### config.mk
export PLATFORM = sky130hd
export DESIGN_NAME = multicycle_control_unit
export DESIGN_NICKNAME = d
export VERILOG_FILES = /design/src/rtl/riscv_ctrl_pkg.sv /design/src/rtl/ctrl_mem_watchdog.sv /design/src/rtl/multicycle_control_unit.sv
export SDC_FILE = /design/constraint.sdc
export NUM_CORES = 1
export LEC_CHECK = 0
export BUFFER_PORTS_ARGS = -buffer_cell sky130_fd_sc_hd__buf_2
export CAP_MARGIN = 20
export CORE_AREA = 5 5 60 62
export CTS_CLUSTER_SIZE = 10
export DETAILED_ROUTE_END_ITERATION = 6
export DIE_AREA = 0 0 65 67
export HOLD_SLACK_MARGIN = 0.02
export SLEW_MARGIN = 20
export SYNTH_ARGS = -nofsm -noshare
export SYNTH_HDL_FRONTEND = slang
export SYNTH_SLANG_ARGS = --single-unit
### constraint.sdc
create_clock -name clk -period 2.4 [get_ports clk]
set_input_delay 0.12 -clock clk [delete_from_list [all_inputs] [get_ports clk]]
set_output_delay 0.12 -clock clk [all_outputs]
set_load 0.02 [all_outputs]
### src/rtl/riscv_ctrl_pkg.sv
// Shared encodings for the multi-cycle RV32I control unit:
// opcodes, FSM state enum and datapath mux-select values.
package riscv_ctrl_pkg;

  localparam logic [6:0] OP_LOAD   = 7'b0000011;
  localparam logic [6:0] OP_STORE  = 7'b0100011;
  localparam logic [6:0] OP_R      = 7'b0110011;
  localparam logic [6:0] OP_I      = 7'b0010011;
  localparam logic [6:0] OP_BRANCH = 7'b1100011;
  localparam logic [6:0] OP_JAL    = 7'b1101111;
  localparam logic [6:0] OP_JALR   = 7'b1100111;
  localparam logic [6:0] OP_LUI    = 7'b0110111;

  typedef enum logic [3:0] {
    S_RESET     = 4'd0,
    S_FETCH     = 4'd1,
    S_DECODE    = 4'd2,
    S_MEM_ADDR  = 4'd3,
    S_MEM_READ  = 4'd4,
    S_MEM_WB    = 4'd5,
    S_MEM_WRITE = 4'd6,
    S_EXEC_R    = 4'd7,
    S_EXEC_I    = 4'd8,
    S_ALU_WB    = 4'd9,
    S_BRANCH    = 4'd10,
    S_JALR      = 4'd11,
    S_LINK      = 4'd12,
    S_LUI       = 4'd13,
    S_TRAP      = 4'd14
  } state_t;

  localparam logic [1:0] SRCA_PC    = 2'b00;
  localparam logic [1:0] SRCA_OLDPC = 2'b01;
  localparam logic [1:0] SRCA_RS1   = 2'b10;
  localparam logic [1:0] SRCA_ZERO  = 2'b11;

  localparam logic [1:0] SRCB_RS2  = 2'b00;
  localparam logic [1:0] SRCB_IMM  = 2'b01;
  localparam logic [1:0] SRCB_FOUR = 2'b10;

  localparam logic [1:0] ALU_ADD    = 2'b00;
  localparam logic [1:0] ALU_BRANCH = 2'b01;
  localparam logic [1:0] ALU_FUNCT  = 2'b10;

  localparam logic [1:0] RES_ALUOUT = 2'b00;
  localparam logic [1:0] RES_MEM    = 2'b01;
  localparam logic [1:0] RES_ALU    = 2'b10;

endpackage

### src/rtl/ctrl_mem_watchdog.sv
// Memory wait watchdog: counts consecutive not-ready cycles.
// Ports: clk, rst_n, clear (state change), waiting, expired.
module ctrl_mem_watchdog #(
  parameter int unsigned TIMEOUT_CYCLES = 16
) (
  input  logic clk,
  input  logic rst_n,
  input  logic clear,
  input  logic waiting,
  output logic expired
);

  localparam int unsigned CW =
    (TIMEOUT_CYCLES > 0) ? $clog2(TIMEOUT_CYCLES + 1) : 1;
  localparam int unsigned LAST =
    (TIMEOUT_CYCLES > 0) ? TIMEOUT_CYCLES - 1 : 0;

  logic [CW-1:0] count;

  // Fires on the waiting cycle that would bring the count to
  // TIMEOUT_CYCLES; a ready cycle is never "waiting", so it wins.
  assign expired = (TIMEOUT_CYCLES != 0) && waiting
                   && (count == CW'(LAST));

  always_ff @(posedge clk or negedge rst_n) begin
    if (!rst_n) begin
      count <= '0;
    end else if (clear) begin
      count <= '0;
    end else if (waiting) begin
      count <= count + 1'b1;
    end
  end

endmodule

### src/rtl/multicycle_control_unit.sv
// Multi-cycle RV32I control FSM: sequences fetch..writeback,
// drives datapath selects/enables, traps illegal ops and bus hangs.
module multicycle_control_unit
  import riscv_ctrl_pkg::*;
#(
  parameter int unsigned MEM_HANDSHAKE  = 1,
  parameter int unsigned TIMEOUT_CYCLES = 16
) (
  input  logic       clk,
  input  logic       rst_n,
  input  logic [6:0] opcode,
  input  logic       mem_ready,
  output logic       pc_write,
  output logic       ir_write,
  output logic       reg_write,
  output logic       mem_read,
  output logic       mem_write,
  output logic       i_or_d,
  output logic [1:0] alu_src_a,
  output logic [1:0] alu_src_b,
  output logic [1:0] alu_op,
  output logic [1:0] result_src,
  output logic       pc_src,
  output logic       branch,
  output logic       instr_retired,
  output logic       illegal,
  output logic       bus_error,
  output logic [3:0] state_o
);

  state_t state;
  state_t next_state;
  logic   ready;
  logic   waiting;
  logic   expired;
  logic   set_illegal;
  logic   set_bus;

  assign ready = (MEM_HANDSHAKE != 0) ? mem_ready : 1'b1;

  assign waiting = !ready && ((state == S_FETCH)
                   || (state == S_MEM_READ)
                   || (state == S_MEM_WRITE));

  ctrl_mem_watchdog #(
    .TIMEOUT_CYCLES(TIMEOUT_CYCLES)
  ) u_wdog (
    .clk    (clk),
    .rst_n  (rst_n),
    .clear  (next_state != state),
    .waiting(waiting),
    .expired(expired)
  );

  always_comb begin
    next_state    = state;
    set_illegal   = 1'b0;
    set_bus       = 1'b0;
    pc_write      = 1'b0;
    ir_write      = 1'b0;
    reg_write     = 1'b0;
    mem_read      = 1'b0;
    mem_write     = 1'b0;
    i_or_d        = 1'b0;
    alu_src_a     = SRCA_PC;
    alu_src_b     = SRCB_RS2;
    alu_op        = ALU_ADD;
    result_src    = RES_ALUOUT;
    pc_src        = 1'b0;
    branch        = 1'b0;
    instr_retired = 1'b0;
    unique case (state)
      S_RESET: next_state = S_FETCH;
      S_FETCH: begin
        mem_read  = 1'b1;
        alu_src_b = SRCB_FOUR;
        ir_write  = ready;
        pc_write  = ready;
        if (ready) begin
          next_state = S_DECODE;
        end else if (expired) begin
          next_state = S_TRAP;
          set_bus    = 1'b1;
        end
      end
      S_DECODE: begin
        alu_src_a = SRCA_OLDPC;
        alu_src_b = SRCB_IMM;
        unique case (opcode)
          OP_LOAD,
          OP_STORE:  next_state = S_MEM_ADDR;
          OP_R:      next_state = S_EXEC_R;
          OP_I:      next_state = S_EXEC_I;
          OP_BRANCH: next_state = S_BRANCH;
          OP_JAL:    next_state = S_LINK;
          OP_JALR:   next_state = S_JALR;
          OP_LUI:    next_state = S_LUI;
          default: begin
            next_state  = S_TRAP;
            set_illegal = 1'b1;
          end
        endcase
      end
      S_MEM_ADDR: begin
        alu_src_a  = SRCA_RS1;
        alu_src_b  = SRCB_IMM;
        next_state = (opcode == OP_LOAD) ? S_MEM_READ
                                         : S_MEM_WRITE;
      end
      S_MEM_READ: begin
        mem_read = 1'b1;
        i_or_d   = 1'b1;
        if (ready) begin
          next_state = S_MEM_WB;
        end else if (expired) begin
          next_state = S_TRAP;
          set_bus    = 1'b1;
        end
      end
      S_MEM_WB: begin
        reg_write     = 1'b1;
        result_src    = RES_MEM;
        instr_retired = 1'b1;
        next_state    = S_FETCH;
      end
      S_MEM_WRITE: begin
        mem_write     = 1'b1;
        i_or_d        = 1'b1;
        instr_retired = ready;
        if (ready) begin
          next_state = S_FETCH;
        end else if (expired) begin
          next_state = S_TRAP;
          set_bus    = 1'b1;
        end
      end
      S_EXEC_R: begin
        alu_src_a  = SRCA_RS1;
        alu_src_b  = SRCB_RS2;
        alu_op     = ALU_FUNCT;
        next_state = S_ALU_WB;
      end
      S_EXEC_I: begin
        alu_src_a  = SRCA_RS1;
        alu_src_b  = SRCB_IMM;
        alu_op     = ALU_FUNCT;
        next_state = S_ALU_WB;
      end
      S_ALU_WB: begin
        reg_write     = 1'b1;
        result_src    = RES_ALUOUT;
        instr_retired = 1'b1;
        next_state    = S_FETCH;
      end
      S_BRANCH: begin
        alu_src_a     = SRCA_RS1;
        alu_src_b     = SRCB_RS2;
        alu_op        = ALU_BRANCH;
        branch        = 1'b1;
        pc_src        = 1'b1;
        instr_retired = 1'b1;
        next_state    = S_FETCH;
      end
      S_JALR: begin
        alu_src_a  = SRCA_RS1;
        alu_src_b  = SRCB_IMM;
        next_state = S_LINK;
      end
      S_LINK: begin
        alu_src_a     = SRCA_OLDPC;
        alu_src_b     = SRCB_FOUR;
        reg_write     = 1'b1;
        result_src    = RES_ALU;
        pc_write      = 1'b1;
        pc_src        = 1'b1;
        instr_retired = 1'b1;
        next_state    = S_FETCH;
      end
      S_LUI: begin
        alu_src_a     = SRCA_ZERO;
        alu_src_b     = SRCB_IMM;
        reg_write     = 1'b1;
        result_src    = RES_ALU;
        instr_retired = 1'b1;
        next_state    = S_FETCH;
      end
      S_TRAP: next_state = S_TRAP;
      default: next_state = S_RESET;
    endcase
  end

  always_ff @(posedge clk or negedge rst_n) begin
    if (!rst_n) begin
      state     <= S_RESET;
      illegal   <= 1'b0;
      bus_error <= 1'b0;
    end else begin
      state <= next_state;
      if (set_illegal) illegal <= 1'b1;
      if (set_bus) bus_error <= 1'b1;
    end
  end

  assign state_o = state;

endmodule

==> run_summary.xml, run 1 <==
<?xml version="1.0" encoding="UTF-8"?>
<metrics>
  <group name="status">
    <metric name="status" unit="">finished clean</metric>
  </group>
  <group name="timing">
    <metric name="clock.fmax" unit="GHz">0.437</metric>
    <metric name="final.setup.tns" unit="ps">0</metric>
    <metric name="timing_max_transition_violations_final" unit="">0</metric>
    <metric name="clock-skew-final" unit="ps">1.15</metric>
    <metric name="worst-slew-pin-transition" unit="ps">574</metric>
    <metric name="final.setup.worst_slack" unit="ps">114</metric>
    <metric name="setup_violations" unit="">0</metric>
    <metric name="maxSlewHeadroom" unit="%">61.5</metric>
    <metric name="hold_violations" unit="">0</metric>
    <metric name="rsz_0062_raised_after_global_routing" unit="">no</metric>
    <metric name="period_share" unit="%">95.2</metric>
    <metric name="final.min_clock_period" unit="ps">2290</metric>
  </group>
  <group name="synthesis">
    <metric name="syn_area_per_cell" unit="um2">7.85</metric>
    <metric name="synth_cell_type_count" unit="">52</metric>
    <metric name="synth_largest_type_area_fraction" unit="%">24.4</metric>
    <metric name="synth.area.mux_share" unit="%">0.886</metric>
    <metric name="dominant_combinational_cell_family_by_area_after_synthesis" unit="">simple AND/OR/NAND/NOR gates</metric>
    <metric name="arithmetic_cell_share_of_the_synthesized_area_counting_full_adders_half_adders_and_majority_gates" unit="%">2.21</metric>
    <metric name="synth_largest_area_cell" unit="">dfrtp_1</metric>
    <metric name="syn-cell-area" unit="mm2">0.00113</metric>
    <metric name="synthXorXnorAreaFrac" unit="%">7.64</metric>
    <metric name="synth_sequential_area_ratio" unit="%">24.4</metric>
    <metric name="asyncSetResetFlopFracSynth" unit="%">100</metric>
    <metric name="synth_common_cells" unit="">18 x nor2_1, 11 x dfrtp_1, 9 x a21oi_1</metric>
    <metric name="synth_compound_area_share" unit="%">26.6</metric>
    <metric name="ys.flop_type" unit="">dfrtp_1</metric>
    <metric name="syn_nets" unit="">156</metric>
    <metric name="synth.top_cells.by_area" unit="">dfrtp_1 24%, nor2_1 6.0%, nand2b_1 4.4%, a21oi_1 4.0%, xnor2_1 3.9%</metric>
    <metric name="postSynthRegisterBits" unit="">11</metric>
    <metric name="synthesis.instances" unit="">144</metric>
    <metric name="ys.warnings.count" unit="">0</metric>
    <metric name="number_of_enable_type_register_cells_in_the_synthesized_netlist" unit="">0</metric>
    <metric name="synthSimpleGateAreaFrac" unit="%">30.5</metric>
    <metric name="synth_most_common_cell" unit="">nor2_1</metric>
  </group>
  <group name="cts">
    <metric name="cts.root.buffer_cell" unit="">clkbuf_4</metric>
    <metric name="longest_clk_path_bufs" unit="">2</metric>
    <metric name="tritoncts" unit="">yes</metric>
    <metric name="numCtsBuffers" unit="">3</metric>
    <metric name="tritoncts_num_sinks" unit="">11</metric>
    <metric name="clock_insertion_delay_worst_skew" unit="ps">270</metric>
    <metric name="htree_num_levels" unit="">1</metric>
    <metric name="clk_pin_slew" unit="ps">70</metric>
  </group>
  <group name="place">
    <metric name="gp_routability_congestion" unit="">0.811</metric>
    <metric name="placement.setup.worst_slack" unit="ps">119</metric>
    <metric name="hpwlAfterDp" unit="um">2320</metric>
    <metric name="port-buffer-count" unit="">32</metric>
  </group>
  <group name="power_and_ir_drop">
    <metric name="vdd_drop_max" unit="V">0.000332</metric>
    <metric name="power_density_cells" unit="mW/mm2">1150</metric>
    <metric name="power.leakage" unit="nW">0.616</metric>
  </group>
  <group name="cells_and_area">
    <metric name="design.final.nets" unit="">191</metric>
    <metric name="post_route_cells_drive_above_1_share" unit="%">28.7</metric>
    <metric name="syn2layout_area_growth" unit="%">22.4</metric>
    <metric name="antenna_cells_inserted" unit="">0</metric>
    <metric name="n_fill_cell" unit="">312</metric>
  </group>
  <group name="global_routing">
    <metric name="gr-usage-met3" unit="%">3.20</metric>
    <metric name="number_of_global_route_vias_before_repair" unit="">1147</metric>
    <metric name="number_of_antenna_violations_at_the_first_check_in_global_routing" unit="">0</metric>
    <metric name="grt_pass1_wl" unit="um">5020</metric>
    <metric name="grt_usage" unit="%">14.6</metric>
    <metric name="gr-usage-met1" unit="%">16.4</metric>
    <metric name="grt_start_max_net_pins" unit="">25</metric>
    <metric name="overflow" unit="">0</metric>
    <metric name="grt.met2_usage" unit="%">28.0</metric>
    <metric name="gr-max-usage-layer" unit="">met2</metric>
  </group>
  <group name="worst_setup_path">
    <metric name="worst-endpoint-required" unit="ps">2580</metric>
    <metric name="setup_cp_type" unit="">flip-flop to flip-flop</metric>
    <metric name="worst_r2r_endpoint" unit="">u_wdog.count[4]</metric>
    <metric name="crit_path_capture_type" unit="">flip-flop</metric>
    <metric name="r2r_worst_path_depth" unit="">8</metric>
    <metric name="critical_path.startpoint_type" unit="">flip-flop</metric>
    <metric name="highest_fanout_seen_on_the_critical_path" unit="">5</metric>
    <metric name="r2r_setup_slack" unit="ps">110</metric>
    <metric name="critPathArrivalTime" unit="ps">2470</metric>
    <metric name="reg2reg_from" unit="">u_wdog.count[0]</metric>
  </group>
  <group name="floorplanning">
    <metric name="die-area" unit="mm2">0.00436</metric>
    <metric name="start_util" unit="%">37.9</metric>
    <metric name="fp.dieH" unit="um">67</metric>
    <metric name="design.core.area" unit="mm2">0.00298</metric>
    <metric name="std_cell_rows" unit="">20</metric>
    <metric name="floorplan.die.width" unit="um">65</metric>
    <metric name="io_pins" unit="">33</metric>
  </group>
  <group name="detailed_routing">
    <metric name="wire_length_reported_by_the_detailed_router" unit="um">2990</metric>
    <metric name="via_per_inst" unit="">5.64</metric>
    <metric name="first_iter_violations" unit="">47</metric>
    <metric name="antenna_left" unit="">0</metric>
    <metric name="detailedRoute.firstPassIterationCount" unit="">4</metric>
    <metric name="drcViolationCount" unit="">0</metric>
    <metric name="detail_route.wl_per_cell" unit="um">14.2</metric>
    <metric name="vias" unit="">1189</metric>
  </group>
  <group name="flow_run">
    <metric name="maxCapViolCount" unit="">0</metric>
  </group>
  <group name="worst_hold_path">
    <metric name="worstHoldPathType" unit="">primary input to async pin</metric>
  </group>
</metrics>
-- metal layers --
layer,vias to the layer above,wire length (um)
li1,595,-
met1,569,1280
met2,23,1580
met3,2,103
met4,0,27
met5,-,0
-- final cells by class --
type,count,area (um2),share of cell area (%)
inverters,8,30.0,2.17
clock buffers,4,26.3,1.90
well taps,33,41.3,2.99
flip-flops and latches,11,275,19.9
repair buffers,40,223,16.1
multi-input cells,115,787,56.9
-- worst max-delay path by stage --
stage	startpoint	endpoint	slack [ps]	cells past startpoint
final	u_wdog.count[0]	u_wdog.count[4]	110	8
after global routing	u_wdog.count[0]	u_wdog.count[4]	9	8
after CTS	u_wdog.count[0]	u_wdog.count[2]	110	8
after detailed placement	u_wdog.count[0]	u_wdog.count[4]	120	8
after global placement	u_wdog.count[0]	u_wdog.count[2]	190	8
after floorplan	u_wdog.count[0]	u_wdog.count[0]	300	8
-- cell families after synthesis --
group / Yosys count
xor+xnor: 9
mux: 1
compound gates: 41
simple gates: 62
buf+inv: 18
flops: 11
fa+ha+maj: 2
-- worst max-delay path, cell delays in order, from the launching register on --
cell	delay, ps
dfrtp_1	400
ha_1	210
and3_1	180
ha_1	230
nor3b_1	190
a32o_1	230
or3_4	400
xor2_4	180
nor3_1	180
-- sequential cells by signal, summed over array words and instances, names as in the netlist --
| signal | cells |
|---|---|
| bus_error | 1 |
| illegal | 1 |
| state_o | 4 |
| u_wdog.count | 5 |
-- per-stage QoR --
step,hold WS (ps),cell area (um2),util (%),instances,total power [mW]
2_1_floorplan,-176,1130,-,144,1.13
3_3_place_gp,0.720,1320,44.2,205,1.40
3_5_place_dp,8.33,1320,44.2,205,1.42
4_1_cts,249,1350,45.5,210,1.55
5_1_grt,252,1380,46.4,211,1.73
6_report,247,1380,46.4,211,1.59
-- placed cells by master (no fill, tap or decap), types with 5 or more instances in the layout --
master,Yosys,routed
buf_4,3,7
buf_2,2,32
nand2b_1,8,8
dfrtp_1,11,11
o21ai_0,6,6
nor2_1,18,18
nor3_1,7,5
xnor2_1,5,5
inv_1,7,7
nand2_1,8,8
a21oi_1,9,9
-- power by group --
part / internal (mW) / leakage [nW] / switching [mW]
Combinational: 0.450 / 0.459 / 0.708
Sequential: 0.220 / 0.142 / 0.0829
Clock: 0.0643 / 0.0150 / 0.0612
-- what timing repair did --
action	4_1_cts	5_1_grt
endpoints found under the setup margin	0	5
resized for setup	0	3
buffers inserted	0	1
hold buffers	1	0
endpoints found under the hold margin	11	0
Note: power is estimated with default switching activity, not from simulation.
==> run 2, diff against run 1 <==
--- a/config.mk
+++ b/config.mk
@@ -12,6 +12,7 @@
 export DETAILED_ROUTE_END_ITERATION = 6
 export DIE_AREA = 0 0 65 67
 export HOLD_SLACK_MARGIN = 0.02
+export PLACE_DENSITY = 0.73
 export SLEW_MARGIN = 20
 export SYNTH_ARGS = -nofsm -noshare
 export SYNTH_HDL_FRONTEND = slang
==> run_summary.xml, run 2 (synthesized netlist as in run 1, its figures left out) <==
<?xml version="1.0" encoding="UTF-8"?>
<metrics>
  <group name="cells_and_area">
    <metric name="max_flop_register" unit="">u_wdog.count</metric>
    <metric name="antenna_cells_inserted" unit="">0</metric>
    <metric name="design.final.nets" unit="">190</metric>
    <metric name="largest_register_ff_count" unit="">5</metric>
    <metric name="total_area_of_multi_input_combinational_cells" unit="um2">790</metric>
    <metric name="final_core_utilization" unit="%">46.3</metric>
    <metric name="post_route_cells_drive_above_1_share" unit="%">28.8</metric>
    <metric name="n_fill_cell" unit="">303</metric>
    <metric name="top_library_cells_by_usage_in_the_layout_fill_and_taps_aside" unit="">32 x buf_2, 18 x nor2_1, 11 x dfrtp_1, 9 x a21oi_1</metric>
    <metric name="syn2layout_area_growth" unit="%">21.9</metric>
    <metric name="regArea" unit="um2">275</metric>
    <metric name="stdcell_area" unit="mm2">0.00138</metric>
    <metric name="layout.cells.most_common" unit="">buf_2</metric>
  </group>
  <group name="timing">
    <metric name="hold_violations" unit="">0</metric>
    <metric name="setup_violations" unit="">0</metric>
    <metric name="final.min_clock_period" unit="ps">2260</metric>
    <metric name="final.setup.tns" unit="ps">0</metric>
    <metric name="maxSlewHeadroom" unit="%">56.9</metric>
    <metric name="clock-skew-final" unit="ps">3.64</metric>
    <metric name="clock.fmax" unit="GHz">0.443</metric>
    <metric name="rsz_0062_raised_after_global_routing" unit="">no</metric>
    <metric name="worst-slew-pin-transition" unit="ps">646</metric>
    <metric name="period_share" unit="%">94.1</metric>
    <metric name="timing_max_transition_violations_final" unit="">0</metric>
  </group>
  <group name="cts">
    <metric name="longest_clk_path_bufs" unit="">2</metric>
    <metric name="clock_insertion_delay_worst_skew" unit="ps">260</metric>
    <metric name="htree_num_levels" unit="">1</metric>
    <metric name="tritoncts" unit="">yes</metric>
    <metric name="cts_setup_buffers" unit="">0</metric>
    <metric name="tritoncts_num_sinks" unit="">11</metric>
    <metric name="cts.root.buffer_cell" unit="">clkbuf_4</metric>
    <metric name="clk_pin_slew" unit="ps">70</metric>
    <metric name="numCtsBuffers" unit="">3</metric>
  </group>
  <group name="power_and_ir_drop">
    <metric name="power.share.combinational" unit="%">71.8</metric>
    <metric name="power.clock.fraction" unit="%">7.8</metric>
    <metric name="vdd_drop_max" unit="V">0.000354</metric>
    <metric name="switching_power" unit="mW">0.822</metric>
    <metric name="switching_share" unit="%">53.1</metric>
    <metric name="internal_power_consumption" unit="mW">0.725</metric>
    <metric name="power_density_cells" unit="mW/mm2">1120</metric>
    <metric name="power.leakage" unit="nW">0.609</metric>
    <metric name="power.sequential.fraction" unit="%">20.4</metric>
  </group>
  <group name="place">
    <metric name="port-buffer-count" unit="">32</metric>
    <metric name="gp_routability_congestion" unit="">0.856</metric>
    <metric name="placedInstanceArea" unit="mm2">0.00132</metric>
    <metric name="hpwlAfterDp" unit="um">2160</metric>
  </group>
  <group name="detailed_routing">
    <metric name="drcViolationCount" unit="">0</metric>
    <metric name="wire_length_reported_by_the_detailed_router" unit="um">2700</metric>
    <metric name="vias" unit="">1177</metric>
    <metric name="via_per_inst" unit="">5.60</metric>
    <metric name="detail_route.wl_per_cell" unit="um">12.9</metric>
    <metric name="detailedRoute.firstPassIterationCount" unit="">4</metric>
    <metric name="antenna_left" unit="">0</metric>
    <metric name="first_iter_violations" unit="">61</metric>
  </group>
  <group name="worst_setup_path">
    <metric name="cp_top_family" unit="">simple AND/OR/NAND/NOR gates</metric>
    <metric name="crit_buf_inv" unit="">0</metric>
    <metric name="setup_cp_type" unit="">flip-flop to flip-flop</metric>
    <metric name="crit_path_capture_type" unit="">flip-flop</metric>
    <metric name="reg2reg_from" unit="">u_wdog.count[0]</metric>
    <metric name="cp_slowest_stage_delay" unit="ps">410</metric>
    <metric name="critPathArrivalTime" unit="ps">2440</metric>
    <metric name="cp_slowest_cell" unit="">dfrtp_1</metric>
    <metric name="highest_fanout_seen_on_the_critical_path" unit="">5</metric>
    <metric name="r2r_worst_path_depth" unit="">8</metric>
    <metric name="worst-endpoint-required" unit="ps">2580</metric>
    <metric name="critical_path.startpoint_type" unit="">flip-flop</metric>
    <metric name="worst_r2r_endpoint" unit="">u_wdog.count[4]</metric>
    <metric name="ordered_cell_list_for_the_critical_path" unit="">ha_1 &gt; and3_1 &gt; ha_2 &gt; nor3b_1 &gt; a32o_1 &gt; or3_4 &gt; xor2_4 &gt; nor3_1</metric>
    <metric name="r2r_setup_slack" unit="ps">140</metric>
  </group>
  <group name="floorplanning">
    <metric name="floorplan.die.width" unit="um">65</metric>
    <metric name="std_cell_rows" unit="">20</metric>
    <metric name="die-area" unit="mm2">0.00436</metric>
    <metric name="fp.dieH" unit="um">67</metric>
    <metric name="io_pins" unit="">33</metric>
    <metric name="start_util" unit="%">37.9</metric>
    <metric name="design.core.area" unit="mm2">0.00298</metric>
  </group>
  <group name="status">
    <metric name="status" unit="">finished clean</metric>
  </group>
  <group name="worst_hold_path">
    <metric name="worstHoldPathType" unit="">primary input to async pin</metric>
  </group>
  <group name="global_routing">
    <metric name="number_of_global_route_vias_before_repair" unit="">1058</metric>
    <metric name="grt_start_max_net_pins" unit="">25</metric>
    <metric name="overflow" unit="">0</metric>
    <metric name="grt_usage" unit="%">13.1</metric>
    <metric name="number_of_antenna_violations_at_the_first_check_in_global_routing" unit="">0</metric>
    <metric name="grt_pass1_wl" unit="um">4610</metric>
  </group>
  <group name="flow_run">
    <metric name="maxCapViolCount" unit="">0</metric>
  </group>
</metrics>
==> run 2: layout make-up <==
| type | count | area share, % |
|---|---|---|
| multi-input combinational | 115 | 57.3 |
| timing repair buffer | 39 | 15.6 |
| sequential | 11 | 20.0 |
| inverter | 8 | 2.18 |
| clock buffer | 4 | 1.91 |
| tap | 33 | 3.00 |
==> run 2: what timing repair did <==
item                                   CTS  global route
endpoints found under the hold margin   11             0
gates resized for setup                  0             4
hold buffers                             1             0
setup endpoints to repair                0             5
==> run 2: per-layer routing <==
metal | wire, um | GRT usage (%)
met5 | 0 | 0
met4 | 21 | 1.85
met3 | 183 | 3.54
met2 | 1360 | 23.9
met1 | 1140 | 15.7
==> run 2: through the flow <==
step                      hold WS, ps  total power, mW  cells  setup WS [ps]
after detailed placement         2.67             1.40    205            105
after floorplan                  -176             1.13    144            299
after global routing              259             1.69    210           35.4
final                             249             1.55    210            142
after global placement         -0.632             1.40    205            173
after CTS                         253             1.52    210           86.2
==> run 2: power groups by stage <==
stage	logic, mW	registers [mW]	clock network, mW
after global placement	1.08	0.317	0
after detailed placement	1.08	0.315	0
after global routing	1.22	0.328	0.137
final	1.11	0.316	0.121
after floorplan	0.838	0.288	0
after CTS	1.09	0.311	0.126
==> run 2: worst max path at each step <==
stage	from	end	depth (start not counted)
6_report	u_wdog.count[0]	u_wdog.count[4]	8
5_1_grt	u_wdog.count[0]	u_wdog.count[2]	8
4_1_cts	u_wdog.count[0]	u_wdog.count[3]	8
3_5_place_dp	u_wdog.count[0]	u_wdog.count[3]	8
3_3_place_gp	u_wdog.count[0]	u_wdog.count[3]	8
2_1_floorplan	u_wdog.count[0]	u_wdog.count[0]	8
==> run 3, diff against run 2 <==
--- a/config.mk
+++ b/config.mk
@@ -12,8 +12,9 @@
 export DETAILED_ROUTE_END_ITERATION = 6
 export DIE_AREA = 0 0 65 67
 export HOLD_SLACK_MARGIN = 0.02
-export PLACE_DENSITY = 0.73
+export PLACE_DENSITY = 0.74
 export SLEW_MARGIN = 20
 export SYNTH_ARGS = -nofsm -noshare
 export SYNTH_HDL_FRONTEND = slang
+export SYNTH_HIERARCHICAL = 1
 export SYNTH_SLANG_ARGS = --single-unit
==> run_summary.xml, run 3 <==
<?xml version="1.0" encoding="UTF-8"?>
<metrics>
  <group name="floorplanning">
    <metric name="start_util" unit="%">38.8</metric>
    <metric name="io_pins" unit="">33</metric>
    <metric name="floorplan.die.width" unit="um">65</metric>
    <metric name="std_cell_rows" unit="">20</metric>
    <metric name="die-area" unit="mm2">0.00436</metric>
    <metric name="design.core.area" unit="mm2">0.00298</metric>
    <metric name="fp.dieH" unit="um">67</metric>
  </group>
  <group name="worst_setup_path">
    <metric name="cp_slowest_cell" unit="">or3b_4</metric>
    <metric name="worst-endpoint-required" unit="ps">2550</metric>
    <metric name="r2r_setup_slack" unit="ps">-20</metric>
    <metric name="cp_top_family" unit="">simple AND/OR/NAND/NOR gates</metric>
    <metric name="highest_fanout_seen_on_the_critical_path" unit="">6</metric>
    <metric name="ordered_cell_list_for_the_critical_path" unit="">or3b_4 &gt; a211oi_4 &gt; and2_4 &gt; o21ai_2 &gt; a22oi_2 &gt; a31oi_1 &gt; o2111ai_2 &gt; and2b_1 &gt; mux2_4</metric>
    <metric name="setup_cp_type" unit="">flip-flop to flip-flop</metric>
    <metric name="r2r_worst_path_depth" unit="">9</metric>
    <metric name="critical_path.startpoint_type" unit="">flip-flop</metric>
    <metric name="cp_slowest_stage_delay" unit="ps">420</metric>
    <metric name="critPathArrivalTime" unit="ps">2570</metric>
    <metric name="reg2reg_from" unit="">state_o[0]</metric>
    <metric name="crit_path_capture_type" unit="">flip-flop</metric>
    <metric name="worst_r2r_endpoint" unit="">u_wdog/count[3]</metric>
    <metric name="crit_buf_inv" unit="">0</metric>
  </group>
  <group name="detailed_routing">
    <metric name="vias" unit="">1233</metric>
    <metric name="wire_length_reported_by_the_detailed_router" unit="um">3020</metric>
    <metric name="first_iter_violations" unit="">67</metric>
    <metric name="detailedRoute.firstPassIterationCount" unit="">5</metric>
    <metric name="via_per_inst" unit="">5.55</metric>
    <metric name="drcViolationCount" unit="">0</metric>
    <metric name="detail_route.wl_per_cell" unit="um">13.6</metric>
    <metric name="antenna_left" unit="">0</metric>
  </group>
  <group name="place">
    <metric name="post-place-cells" unit="">214</metric>
    <metric name="gp_routability_congestion" unit="">0.789</metric>
    <metric name="hpwlAfterDp" unit="um">2290</metric>
    <metric name="port-buffer-count" unit="">32</metric>
  </group>
  <group name="worst_hold_path">
    <metric name="hold_start" unit="">opcode[0]</metric>
    <metric name="whs_endpoint" unit="">illegal</metric>
    <metric name="hold_path_depth" unit="">4</metric>
    <metric name="worstHoldPathType" unit="">primary input to flip-flop</metric>
  </group>
  <group name="timing">
    <metric name="final.min_clock_period" unit="ps">2420</metric>
    <metric name="rsz_0062_raised_after_global_routing" unit="">yes</metric>
    <metric name="timing_max_transition_violations_final" unit="">0</metric>
    <metric name="hold_violations" unit="">0</metric>
    <metric name="final.setup.worst_slack" unit="ps">-15.6</metric>
    <metric name="worst-slew-pin-transition" unit="ps">469</metric>
    <metric name="clock-skew-final" unit="ps">8.13</metric>
    <metric name="final.setup.tns" unit="ps">-15.6</metric>
    <metric name="clock.fmax" unit="GHz">0.414</metric>
    <metric name="setup_violations" unit="">1</metric>
    <metric name="maxSlewHeadroom" unit="%">68.4</metric>
    <metric name="period_share" unit="%">101</metric>
  </group>
  <group name="cts">
    <metric name="cts.root.buffer_cell" unit="">clkbuf_4</metric>
    <metric name="longest_clk_path_bufs" unit="">2</metric>
    <metric name="tritoncts_num_sinks" unit="">11</metric>
    <metric name="tritoncts" unit="">yes</metric>
    <metric name="htree_num_levels" unit="">1</metric>
    <metric name="clock_insertion_delay_worst_skew" unit="ps">270</metric>
    <metric name="numCtsBuffers" unit="">3</metric>
    <metric name="clk_pin_slew" unit="ps">70</metric>
  </group>
  <group name="synthesis">
    <metric name="synth_cell_type_count" unit="">53</metric>
    <metric name="postSynthRegisterBits" unit="">11</metric>
    <metric name="syn_area_per_cell" unit="um2">7.86</metric>
    <metric name="synth_most_common_cell" unit="">nor2_1</metric>
    <metric name="ys.flop_type" unit="">dfrtp_1</metric>
    <metric name="asyncSetResetFlopFracSynth" unit="%">100</metric>
    <metric name="synth_largest_type_area_fraction" unit="%">23.8</metric>
    <metric name="synth_largest_area_cell" unit="">dfrtp_1</metric>
    <metric name="synth_sequential_area_ratio" unit="%">23.8</metric>
    <metric name="synth.top_cells.by_area" unit="">dfrtp_1 24%, nor2_1 6.5%, nand3b_1 4.5%, nand2b_1 4.3%, o21ai_0 4.3%</metric>
    <metric name="number_of_enable_type_register_cells_in_the_synthesized_netlist" unit="">0</metric>
    <metric name="syn_nets" unit="">159</metric>
    <metric name="synth_common_cells" unit="">20 x nor2_1, 11 x dfrtp_1, 10 x nand2_1, 10 x o21ai_0, 9 x clkbuf_1</metric>
    <metric name="syn-cell-area" unit="mm2">0.00116</metric>
    <metric name="ys.warnings.count" unit="">6</metric>
    <metric name="synthesis.instances" unit="">147</metric>
  </group>
  <group name="status">
    <metric name="failed_checks" unit="">negative setup slack</metric>
    <metric name="status" unit="">finished, violations left</metric>
  </group>
  <group name="cells_and_area">
    <metric name="regArea" unit="um2">277</metric>
    <metric name="total_area_of_multi_input_combinational_cells" unit="um2">850</metric>
    <metric name="post_route_cells_drive_above_1_share" unit="%">37.6</metric>
    <metric name="layout.cells.most_common" unit="">buf_2</metric>
    <metric name="n_fill_cell" unit="">293</metric>
    <metric name="largest_register_ff_count" unit="">5</metric>
    <metric name="antenna_cells_inserted" unit="">0</metric>
    <metric name="fin_cells" unit="">222</metric>
    <metric name="design.final.nets" unit="">202</metric>
    <metric name="max_flop_register" unit="">u_wdog/count</metric>
    <metric name="top_library_cells_by_usage_in_the_layout_fill_and_taps_aside" unit="">32 x buf_2, 20 x nor2_1, 16 x buf_4, 10 x nand2_1, 10 x dfrtp_1</metric>
    <metric name="syn2layout_area_growth" unit="%">31.6</metric>
  </group>
  <group name="global_routing">
    <metric name="grt_pass1_wl" unit="um">4810</metric>
    <metric name="overflow" unit="">0</metric>
    <metric name="number_of_antenna_violations_at_the_first_check_in_global_routing" unit="">0</metric>
    <metric name="number_of_global_route_vias_before_repair" unit="">1044</metric>
    <metric name="grt_usage" unit="%">14.1</metric>
    <metric name="grt_start_max_net_pins" unit="">24</metric>
  </group>
  <group name="power_and_ir_drop">
    <metric name="power_density_cells" unit="mW/mm2">1090</metric>
    <metric name="power.leakage" unit="nW">0.708</metric>
    <metric name="vdd_drop_max" unit="V">0.000540</metric>
    <metric name="total_power" unit="mW">1.66</metric>
  </group>
  <group name="flow_run">
    <metric name="maxCapViolCount" unit="">0</metric>
  </group>
</metrics>
-- run 3: cell families after synthesis --
logic type               synth area share, %
AO/OA/AOI/OAI                           24.2
XOR/XNOR                               0.758
adder cells (fa/ha/maj)                 2.16
buffers and inverters                   6.92
flip-flops                              23.8
multiplexers                            5.84
AND/OR/NAND/NOR                         36.3
-- run 3: cell type report --
class | count | area share, %
well taps | 33 | 2.71
flip-flops and latches | 11 | 18.2
inverters | 4 | 0.987
clock buffers | 4 | 1.73
repair buffers | 51 | 20.6
multi-input cells | 119 | 55.8
-- run 3: worst register-to-register path: stages, from the launching register on --
cell	delay, ps
dfrtp_1	400
or3b_4	420
a211oi_4	230
and2_4	210
o21ai_2	60
a22oi_2	200
a31oi_1	120
o2111ai_2	210
and2b_1	200
mux2_4	250
-- run 3: what timing repair did --
item                       4_1_cts  5_1_grt
hold endpoints to repair        11        0
setup endpoints to repair        2        5
setup buffers                    0        3
pin swaps                        1        1
resized for setup                4        6
hold buffers                     1        0
-- run 3: routing by layer --
metal	vias to the layer above	part of all wire (%)	GRT usage, %
met5	-	0	0
met4	0	0.43	2.37
met3	2	5.5	3.20
met2	32	47	22.0
met1	582	47	19.8
li1	617	-	-
-- run 3: where the power goes --
part	internal, mW	total, mW	switching [mW]
Clock	0.0643	0.128	0.0636
Sequential	0.227	0.262	0.0350
Combinational	0.533	1.27	0.734
Total	0.825	1.66	0.832
-- run 3: how the worst max path moves through the flow --
stage / startpoint / endpoint / slack (ps) / depth (start not counted)
6_report: state_o[0] / u_wdog/count[3] / -20 / 9
5_1_grt: state_o[0] / u_wdog/count[3] / -130 / 9
4_1_cts: state_o[2] / u_wdog/count[3] / -20 / 9
3_5_place_dp: state_o[2] / u_wdog/count[3] / -70 / 9
3_3_place_gp: state_o[2] / u_wdog/count[3] / 30 / 9
2_1_floorplan: state_o[2] / u_wdog/count[3] / -360 / 11
-- run 3: metrics by stage --
stage / util, % / setup slack [ps] / cell area, um2 / hold slack (ps)
2_1_floorplan: - / -357 / 1170 / -176
5_1_grt: 51.1 / -129 / 1520 / 229
6_report: 51.1 / -15.6 / 1520 / 208
3_5_place_dp: 47.6 / -67.8 / 1420 / -1.22
3_3_place_gp: 47.6 / 26.5 / 1420 / -1.59
4_1_cts: 49.5 / -21.5 / 1470 / 209
